==> config.mk <==
export PLATFORM = sky130hd
export DESIGN_NAME = mem_port_arbiter_flat
export DESIGN_NICKNAME = d
export VERILOG_FILES = /design/src/rtl/mem_port_arbiter_if.sv /design/src/rtl/mem_port_arbiter.sv /design/src/flat_wrapper.sv
export SDC_FILE = /design/constraint.sdc
export NUM_CORES = 1
export LEC_CHECK = 0
export BUFFER_PORTS_ARGS = -buffer_cell sky130_fd_sc_hd__buf_2
export CORE_ASPECT_RATIO = 0.7
export CORE_UTILIZATION = 31
export DETAILED_ROUTE_END_ITERATION = 8
export GPL_TIMING_DRIVEN = 0
export MAX_ROUTING_LAYER = met4
export PLACE_DENSITY = 0.67
export RECOVER_POWER = 25
export SLEW_MARGIN = 15
export SYNTH_ARGS = -nofsm -noshare
export SYNTH_HDL_FRONTEND = slang
export SYNTH_SLANG_ARGS = --single-unit
==> constraint.sdc <==
create_clock -name clk -period 1.9 [get_ports clk]
set_input_delay 0.19 -clock clk [delete_from_list [all_inputs] [get_ports clk]]
set_output_delay 0.19 -clock clk [all_outputs]
set_load 0.005 [all_outputs]
==> src/rtl/mem_port_arbiter_if.sv <==
// Bus bundle for mem_port_arbiter: core port, loader port and the shared memory port.
// The arbiter uses the slave modport; requesters and memory use master.
`ifndef ADDR_W
`define ADDR_W 16
`endif
`ifndef WORD_W
`define WORD_W 32
`endif

interface mem_port_arbiter_if;
   logic               c_req;
   logic               c_we;
   logic [`ADDR_W-1:0] c_addr;
   logic [`WORD_W-1:0] c_wdata;
   logic               c_gnt;
   logic               c_rvalid;
   logic [`WORD_W-1:0] c_rdata;

   logic               l_req;
   logic               l_we;
   logic [`ADDR_W-1:0] l_addr;
   logic [`WORD_W-1:0] l_wdata;
   logic               l_gnt;
   logic               l_rvalid;
   logic [`WORD_W-1:0] l_rdata;

   logic [`ADDR_W-1:0] m_addr;
   logic [`WORD_W-1:0] m_wdata;
   logic               m_we;
   logic [`WORD_W-1:0] m_rdata;

   logic               stall_req;

   modport slave (
      input  c_req, c_we, c_addr, c_wdata,
      output c_gnt, c_rvalid, c_rdata,
      input  l_req, l_we, l_addr, l_wdata,
      output l_gnt, l_rvalid, l_rdata,
      output m_addr, m_wdata, m_we,
      input  m_rdata,
      output stall_req
   );

   modport master (
      output c_req, c_we, c_addr, c_wdata,
      input  c_gnt, c_rvalid, c_rdata,
      output l_req, l_we, l_addr, l_wdata,
      input  l_gnt, l_rvalid, l_rdata,
      input  m_addr, m_wdata, m_we,
      output m_rdata,
      input  stall_req
   );
endinterface

==> src/rtl/mem_port_arbiter.sv <==
// Arbitrates one single-port data memory between the core and the loader, returning tagged read data.
// Define ARB_ROUND_ROBIN_EN for round-robin ties; otherwise fixed core priority with MAX_WAIT override.
`ifndef ADDR_W
`define ADDR_W 16
`endif
`ifndef WORD_W
`define WORD_W 32
`endif

module mem_port_arbiter #(
   parameter int READ_LATENCY = 1,
   parameter int MAX_WAIT     = 15
) (
   input logic               clk,
   input logic               rstn,
   mem_port_arbiter_if.slave bus
);

   logic                     gnt_c;
   logic                     gnt_l;
   logic                     loader_wins;
   logic                     rd_push;
   logic [`ADDR_W-1:0]       m_addr_q;
   logic [`WORD_W-1:0]       m_wdata_q;
   logic                     m_we_q;
   logic [READ_LATENCY:0]    pipe_valid;
   logic [READ_LATENCY:0]    pipe_id;
   logic                     ret_c;
   logic                     ret_l;

`ifdef ARB_ROUND_ROBIN_EN
   // last_owner: 1 = loader, 0 = core; resetting to loader hands the first tie to the core
   logic last_owner;

   assign loader_wins = ~last_owner;

   always_ff @(posedge clk) begin
      if (!rstn) begin
         last_owner <= 1'b1;
      end else if (gnt_c || gnt_l) begin
         last_owner <= gnt_l;
      end
   end
`else
   localparam logic [7:0] MaxWait = 8'(MAX_WAIT);

   logic [7:0] wait_cnt;

   assign loader_wins = (wait_cnt == MaxWait);

   always_ff @(posedge clk) begin
      if (!rstn) begin
         wait_cnt <= 8'd0;
      end else if (!bus.l_req || gnt_l) begin
         wait_cnt <= 8'd0;
      end else if (wait_cnt < MaxWait) begin
         wait_cnt <= wait_cnt + 8'd1;
      end
   end
`endif

   always_comb begin
      gnt_c = 1'b0;
      gnt_l = 1'b0;
      if (bus.c_req && bus.l_req) begin
         gnt_l = loader_wins;
         gnt_c = ~loader_wins;
      end else begin
         gnt_c = bus.c_req;
         gnt_l = bus.l_req;
      end
   end

   assign rd_push = (gnt_c && !bus.c_we) || (gnt_l && !bus.l_we);

   // Address and data hold when idle so the memory sees a stable bus
   always_ff @(posedge clk) begin
      if (!rstn) begin
         m_addr_q  <= '0;
         m_wdata_q <= '0;
         m_we_q    <= 1'b0;
      end else if (gnt_l) begin
         m_addr_q  <= bus.l_addr;
         m_wdata_q <= bus.l_wdata;
         m_we_q    <= bus.l_we;
      end else if (gnt_c) begin
         m_addr_q  <= bus.c_addr;
         m_wdata_q <= bus.c_wdata;
         m_we_q    <= bus.c_we;
      end else begin
         m_we_q    <= 1'b0;
      end
   end

   // Stage k is visible k+1 cycles after the grant; the last stage lines up with m_rdata
   always_ff @(posedge clk) begin
      if (!rstn) begin
         pipe_valid <= '0;
         pipe_id    <= '0;
      end else begin
         pipe_valid <= {pipe_valid[READ_LATENCY-1:0], rd_push};
         pipe_id    <= {pipe_id[READ_LATENCY-1:0], gnt_l};
      end
   end

   assign ret_c = pipe_valid[READ_LATENCY] && !pipe_id[READ_LATENCY];
   assign ret_l = pipe_valid[READ_LATENCY] &&  pipe_id[READ_LATENCY];

   assign bus.c_gnt     = gnt_c;
   assign bus.l_gnt     = gnt_l;
   assign bus.stall_req = bus.c_req && !gnt_c;
   assign bus.m_addr    = m_addr_q;
   assign bus.m_wdata   = m_wdata_q;
   assign bus.m_we      = m_we_q;
   assign bus.c_rvalid  = ret_c;
   assign bus.l_rvalid  = ret_l;
   assign bus.c_rdata   = ret_c ? bus.m_rdata : '0;
   assign bus.l_rdata   = ret_l ? bus.m_rdata : '0;

endmodule
==> src/flat_wrapper.sv <==
// flat-port wrapper written by rule: the top's interface ports become plain ports
module mem_port_arbiter_flat 
#(
   parameter int READ_LATENCY = 1,
   parameter int MAX_WAIT     = 15
)
  (clk, rstn, bus_c_req, bus_c_we, bus_c_addr, bus_c_wdata, bus_c_gnt, bus_c_rvalid, bus_c_rdata, bus_l_req, bus_l_we, bus_l_addr, bus_l_wdata, bus_l_gnt, bus_l_rvalid, bus_l_rdata, bus_m_addr, bus_m_wdata, bus_m_we, bus_m_rdata, bus_stall_req);
  mem_port_arbiter_if bus_i ();
  input logic clk;
  input logic rstn;
  input wire logic [$bits(bus_i.c_req)-1:0] bus_c_req;
  input wire logic [$bits(bus_i.c_we)-1:0] bus_c_we;
  input wire logic [$bits(bus_i.c_addr)-1:0] bus_c_addr;
  input wire logic [$bits(bus_i.c_wdata)-1:0] bus_c_wdata;
  output wire logic [$bits(bus_i.c_gnt)-1:0] bus_c_gnt;
  output wire logic [$bits(bus_i.c_rvalid)-1:0] bus_c_rvalid;
  output wire logic [$bits(bus_i.c_rdata)-1:0] bus_c_rdata;
  input wire logic [$bits(bus_i.l_req)-1:0] bus_l_req;
  input wire logic [$bits(bus_i.l_we)-1:0] bus_l_we;
  input wire logic [$bits(bus_i.l_addr)-1:0] bus_l_addr;
  input wire logic [$bits(bus_i.l_wdata)-1:0] bus_l_wdata;
  output wire logic [$bits(bus_i.l_gnt)-1:0] bus_l_gnt;
  output wire logic [$bits(bus_i.l_rvalid)-1:0] bus_l_rvalid;
  output wire logic [$bits(bus_i.l_rdata)-1:0] bus_l_rdata;
  output wire logic [$bits(bus_i.m_addr)-1:0] bus_m_addr;
  output wire logic [$bits(bus_i.m_wdata)-1:0] bus_m_wdata;
  output wire logic [$bits(bus_i.m_we)-1:0] bus_m_we;
  input wire logic [$bits(bus_i.m_rdata)-1:0] bus_m_rdata;
  output wire logic [$bits(bus_i.stall_req)-1:0] bus_stall_req;
  assign bus_i.c_req = bus_c_req;
  assign bus_i.c_we = bus_c_we;
  assign bus_i.c_addr = bus_c_addr;
  assign bus_i.c_wdata = bus_c_wdata;
  assign bus_c_gnt = bus_i.c_gnt;
  assign bus_c_rvalid = bus_i.c_rvalid;
  assign bus_c_rdata = bus_i.c_rdata;
  assign bus_i.l_req = bus_l_req;
  assign bus_i.l_we = bus_l_we;
  assign bus_i.l_addr = bus_l_addr;
  assign bus_i.l_wdata = bus_l_wdata;
  assign bus_l_gnt = bus_i.l_gnt;
  assign bus_l_rvalid = bus_i.l_rvalid;
  assign bus_l_rdata = bus_i.l_rdata;
  assign bus_m_addr = bus_i.m_addr;
  assign bus_m_wdata = bus_i.m_wdata;
  assign bus_m_we = bus_i.m_we;
  assign bus_i.m_rdata = bus_m_rdata;
  assign bus_stall_req = bus_i.stall_req;
  mem_port_arbiter #(.READ_LATENCY(READ_LATENCY), .MAX_WAIT(MAX_WAIT)) u_core (.clk(clk), .rstn(rstn), .bus(bus_i));
endmodule
# ---- After elaboration in Yosys (flattened, before gate mapping)
# Cells that the tools add are included.
dict set report classes {
  addsub 1
  magnitude_cmp 1
  n_eq_ne 1
  muxes 10
  bitwise_logic 2
  reduce_logical 15
}
# cell n
set op_table {}
lappend op_table {{32-bit 2-to-1 mux} 4}
lappend op_table {{16-bit 2-to-1 mux} 2}
lappend op_table {{8-bit by 1-bit adder with 8-bit output (second input constant)} 1}
lappend op_table {{8-bit by 4-bit == test with 1-bit output (second input constant)} 1}
lappend op_table {{8-bit by 4-bit < comparator with 1-bit output (second input constant)} 1}
lappend op_table {{1-bit logical AND} 6}
lappend op_table {{1-bit zero test} 5}
lappend op_table {{1-bit 2-to-1 mux} 4}
lappend op_table {{1-bit logical OR} 2}
lappend op_table {{1-bit NOT} 2}
lappend op_table {{2-bit nonzero test} 1}
lappend op_table {{2-bit OR reduction} 1}
dict set report word_totals {
  ff_bits 61
  input_bits 134
  out_inout_bits 118
  elab_cells 36
}

# ---- Depth between registers and ports, before layout
dict set report depth {
  ltp_word 5
  ltp_mapped 5
  ltp_nobuf 4
}

# ---- Worst setup path after synthesis
# No wires, ideal clock.
dict set report synth_path {
  kind {register to output}
  startpoint {register u_core.wait_cnt[7]}
  endpoint {output port bus_c_gnt}
  arrival_ps 1549
  required_ps 1710
  setup_slack_ps 161
  stages_incl_launch_ff 6
  path_buffers 2
  path_cell_list {dfxtp_1 -> or4_4 -> buf_6 -> o31ai_4 -> buf_6 -> inv_1}
}
dict set report synth_between {
  elab_chain_len 3
}
# item line_no
set synth_lines {}
lappend synth_lines {{start: declaration} mem_port_arbiter.sv:47} ;# logic [7:0] wait_cnt;
lappend synth_lines {{start signal: assignment} mem_port_arbiter.sv:57} ;# wait_cnt <= wait_cnt + 8'd1;
lappend synth_lines {{8-bit by 4-bit == test with 1-bit output} mem_port_arbiter.sv:49} ;# assign loader_wins = (wait_cnt == MaxWait);
lappend synth_lines {{1-bit NOT} mem_port_arbiter.sv:67} ;# gnt_c = ~loader_wins;
lappend synth_lines {{1-bit 2-to-1 mux} mem_port_arbiter.sv:65} ;# if (bus.c_req && bus.l_req) begin
lappend synth_lines {{end: declaration} flat_wrapper.sv:15} ;# output wire logic [$bits(bus_i.c_gnt)-1:0] bus_c_gnt;
# Every way passes these cells.

# ---- Worst setup path after layout
dict set report layout_path {
  startpoint {register u_core.wait_cnt[6]}
  endpoint {output port bus_c_gnt}
}
# Same word-level chain as after synthesis.

==> flow_metrics.py <==
metrics = {
    "status": {
        "status": "finished with violations",
        "violations": "setup timing",
    },
    "global_route": {
        "grt_pass1_wl_um": 16220,
        "first_global_vias": 3195,
        "grt_usage": 0.2028,
        "grt_max_degree": 11,
        "antenna_found_initial": 0,
        "grt_overflow": 0,
    },
    "final_layout": {
        "mostFrequentLayoutCells": "buf_2 (251), dfxtp_1 (58), o21a_1 (48), o221a_1 (47), and2_1 (38)",
        "fin_nets": 702,
        "drive_above_1_share": 0.5437,
        "num_antenna_cells": 0,
        "fill_cells": 928,
        "syn_to_final_growth_pct": 59.77,
        "final_common_cell": "buf_2",
        "fin_cells": 700,
    },
    "placed_design": {
        "place.gp.congestion": 0.8395,
        "hpwl_um": 8243,
        "portBuffers": 251,
        "dp.cells": 677,
    },
    "pwr": {
        "irDropWorstVdd_mv": 0.4448,
        "p_per_area_mw_per_mm2": 774.1,
        "design_power_total_mw": 3.839,
        "p_leak_nw": 2.649,
    },
    "floorplan": {
        "start_util": 0.3193,
        "die_h_um": 85.73,
        "die_w_um": 121.6,
        "pin_count": 252,
        "die_area_mm2": 0.01042,
        "core_area_mm2": 0.009722,
        "rows": 30,
    },
    "clocking": {
        "cts-buffers-inserted": 9,
        "cts_tree": "done",
        "cts-htree-levels": 3,
        "clkTransAtPathRegs_ns": 0.05,
        "clock-sinks": 61,
        "hold_buffers": 0,
        "cts_max_path_buffers": 2,
        "root_buffer": "clkbuf_16",
        "insertion_delay_ns": 0.32,
    },
    "drt": {
        "viasPerCell": 4.881,
        "drt_iter0_markers": 192,
        "drc_errors": 0,
        "antenna_left": 0,
        "wl_um": 10590,
        "via_count": 3417,
        "post_drt_wl_per_cell_um": 15.13,
        "first_pass_iters": 4,
    },
    "synth": {
        "synth_cells": 298,
        "synth.top_cell.area_share": 0.3934,
        "yosysSeqAreaShare": 0.3934,
        "syn_nets": 433,
        "yosysWarnings": 0,
        "synth_area_leader_cell": "dfxtp_1",
        "synthArstFlopShare": 0,
        "synth_area_leaders": "dfxtp_1 (39%), o221a_1 (17%), o21a_1 (12%)",
        "synth_area_per_cell_um2": 10.42,
        "synth_flop_cell": "dfxtp_1",
        "synth_edf_count": 0,
        "synth-seq-cells": 61,
        "synth_cell_type_count": 34,
        "syn-cell-area_mm2": 0.003104,
    },
    "setup_path": {
        "cp.required_ns": 1.71,
        "cp_max_fo": 3,
        "start_kind": "register",
        "crit_arrival_ns": 1.73,
        "path_class": "register to primary output",
        "r2r_cells": 5,
        "end_kind": "primary output",
    },
    "timing": {
        "drv_slew": 0,
        "relSlewSlack": 0.6893,
        "period_minus_slack_ns": 1.924,
        "setup_tns_ns": -0.02414,
        "grt_setup_unrepaired": "yes",
        "setup_ws_ns": -0.02414,
        "period_share": 1.013,
        "tightest_slew_ns": 0.4661,
        "hold_violations": 0,
        "skew_ns": 0.003808,
        "fmax_ghz": 0.5197,
        "setup-violations-final": 1,
    },
    "hold_path": {
        "hold_depth": 2,
        "hold_class": "input port to register",
    },
    "run": {
        "maxCapViolCount": 0,
    },
}
[sequential cells by signal, indices dropped and copies added (netlist names)]
signal and count:
u_core.bus.m_wdata 32, u_core.bus.m_addr 16, u_core.wait_cnt 8, u_core.pipe_id 2, u_core.pipe_valid 2, u_core.bus.m_we 1
[logic make-up after synthesis]
logic type      after synthesis  synth area share
compound gates              106            0.3156
simple gates                 94            0.1882
fa+ha+maj                     1          0.004030
flops                        61            0.3934
buf+inv                      36           0.09875
[layer usage]
metal	vias to the layer above	global-route usage	wire (um)
met2	116	0.3130	4879
li1	1674	-	-
met1	1616	0.2692	5100
met4	0	0.04602	87
met3	11	0.04521	521
met5	-	-	0
[worst max-delay path: stages (launching register included)]
cell	delay, ns
dfxtp_2	0.32
or4_4	0.56
o31ai_4	0.26
buf_6	0.14
inv_2	0.03
buf_6	0.10
[power breakdown]
part | total (mW) | switching [mW] | internal (mW) | leakage (nW)
combinational | 0.592 | 0.256 | 0.336 | 1.97
sequential | 1.41 | 0.0430 | 1.37 | 0.508
clock | 1.84 | 0.548 | 1.29 | 0.172
[final timing paths]
path	startpoint	endpoint	slack, ns
max	u_core.wait_cnt[6]	bus_c_gnt	-0.02
min	bus_l_we	u_core.pipe_valid[0]	0.09
max reg2reg	u_core.wait_cnt[6]	u_core.wait_cnt[0]	0.10
min reg2reg	u_core.pipe_id[0]	u_core.pipe_id[1]	0.43
[synth_stat cells, drive strengths merged (2+ instances only)]
library cell / number
dfxtp: 61
and2: 39
and3: 35
nand2: 4
or3: 2
dlygate4sd1: 2
nand4: 2
clkbuf: 22
o221a: 48
buf: 6
o21a: 48
nand3: 3
inv: 5
a21oi: 4
o21ai: 2
[final cells by class]
| type | count | area (um2) | area share |
|---|---|---|---|
| multi-input cells | 201 | 1603 | 0.3232 |
| plain buffers | 30 | 287.8 | 0.05802 |
| flip-flops and latches | 61 | 1225 | 0.2470 |
| repair buffers | 259 | 1320 | 0.2661 |
| clock buffers | 13 | 280.3 | 0.05651 |
| well taps | 128 | 160.2 | 0.03229 |
| clock inverters | 3 | 65.06 | 0.01312 |
| inverters | 5 | 18.77 | 0.003784 |
[per-stage QoR]
step | worst slack [ns] | hold WS (ns) | cell area (um2) | util
5_1_grt | -0.08368 | 0.1006 | 4960 | 0.5102
4_1_cts | -0.04633 | 0.07985 | 4928 | 0.5070
3_5_place_dp | -0.2234 | 0.4173 | 4521 | 0.4650
2_1_floorplan | 0.1607 | 0.3069 | 3104 | -
3_3_place_gp | -0.2025 | 0.4134 | 4521 | 0.4650
6_report | -0.02414 | 0.08937 | 4960 | 0.5102
[timing repair]
item                       CTS  global route
buffers inserted             6             2
cloned                       0             1
gates resized for setup      8            11
setup endpoints to repair   69            49
pin swaps                    3             0
Note: power is estimated with default switching activity, not from simulation.
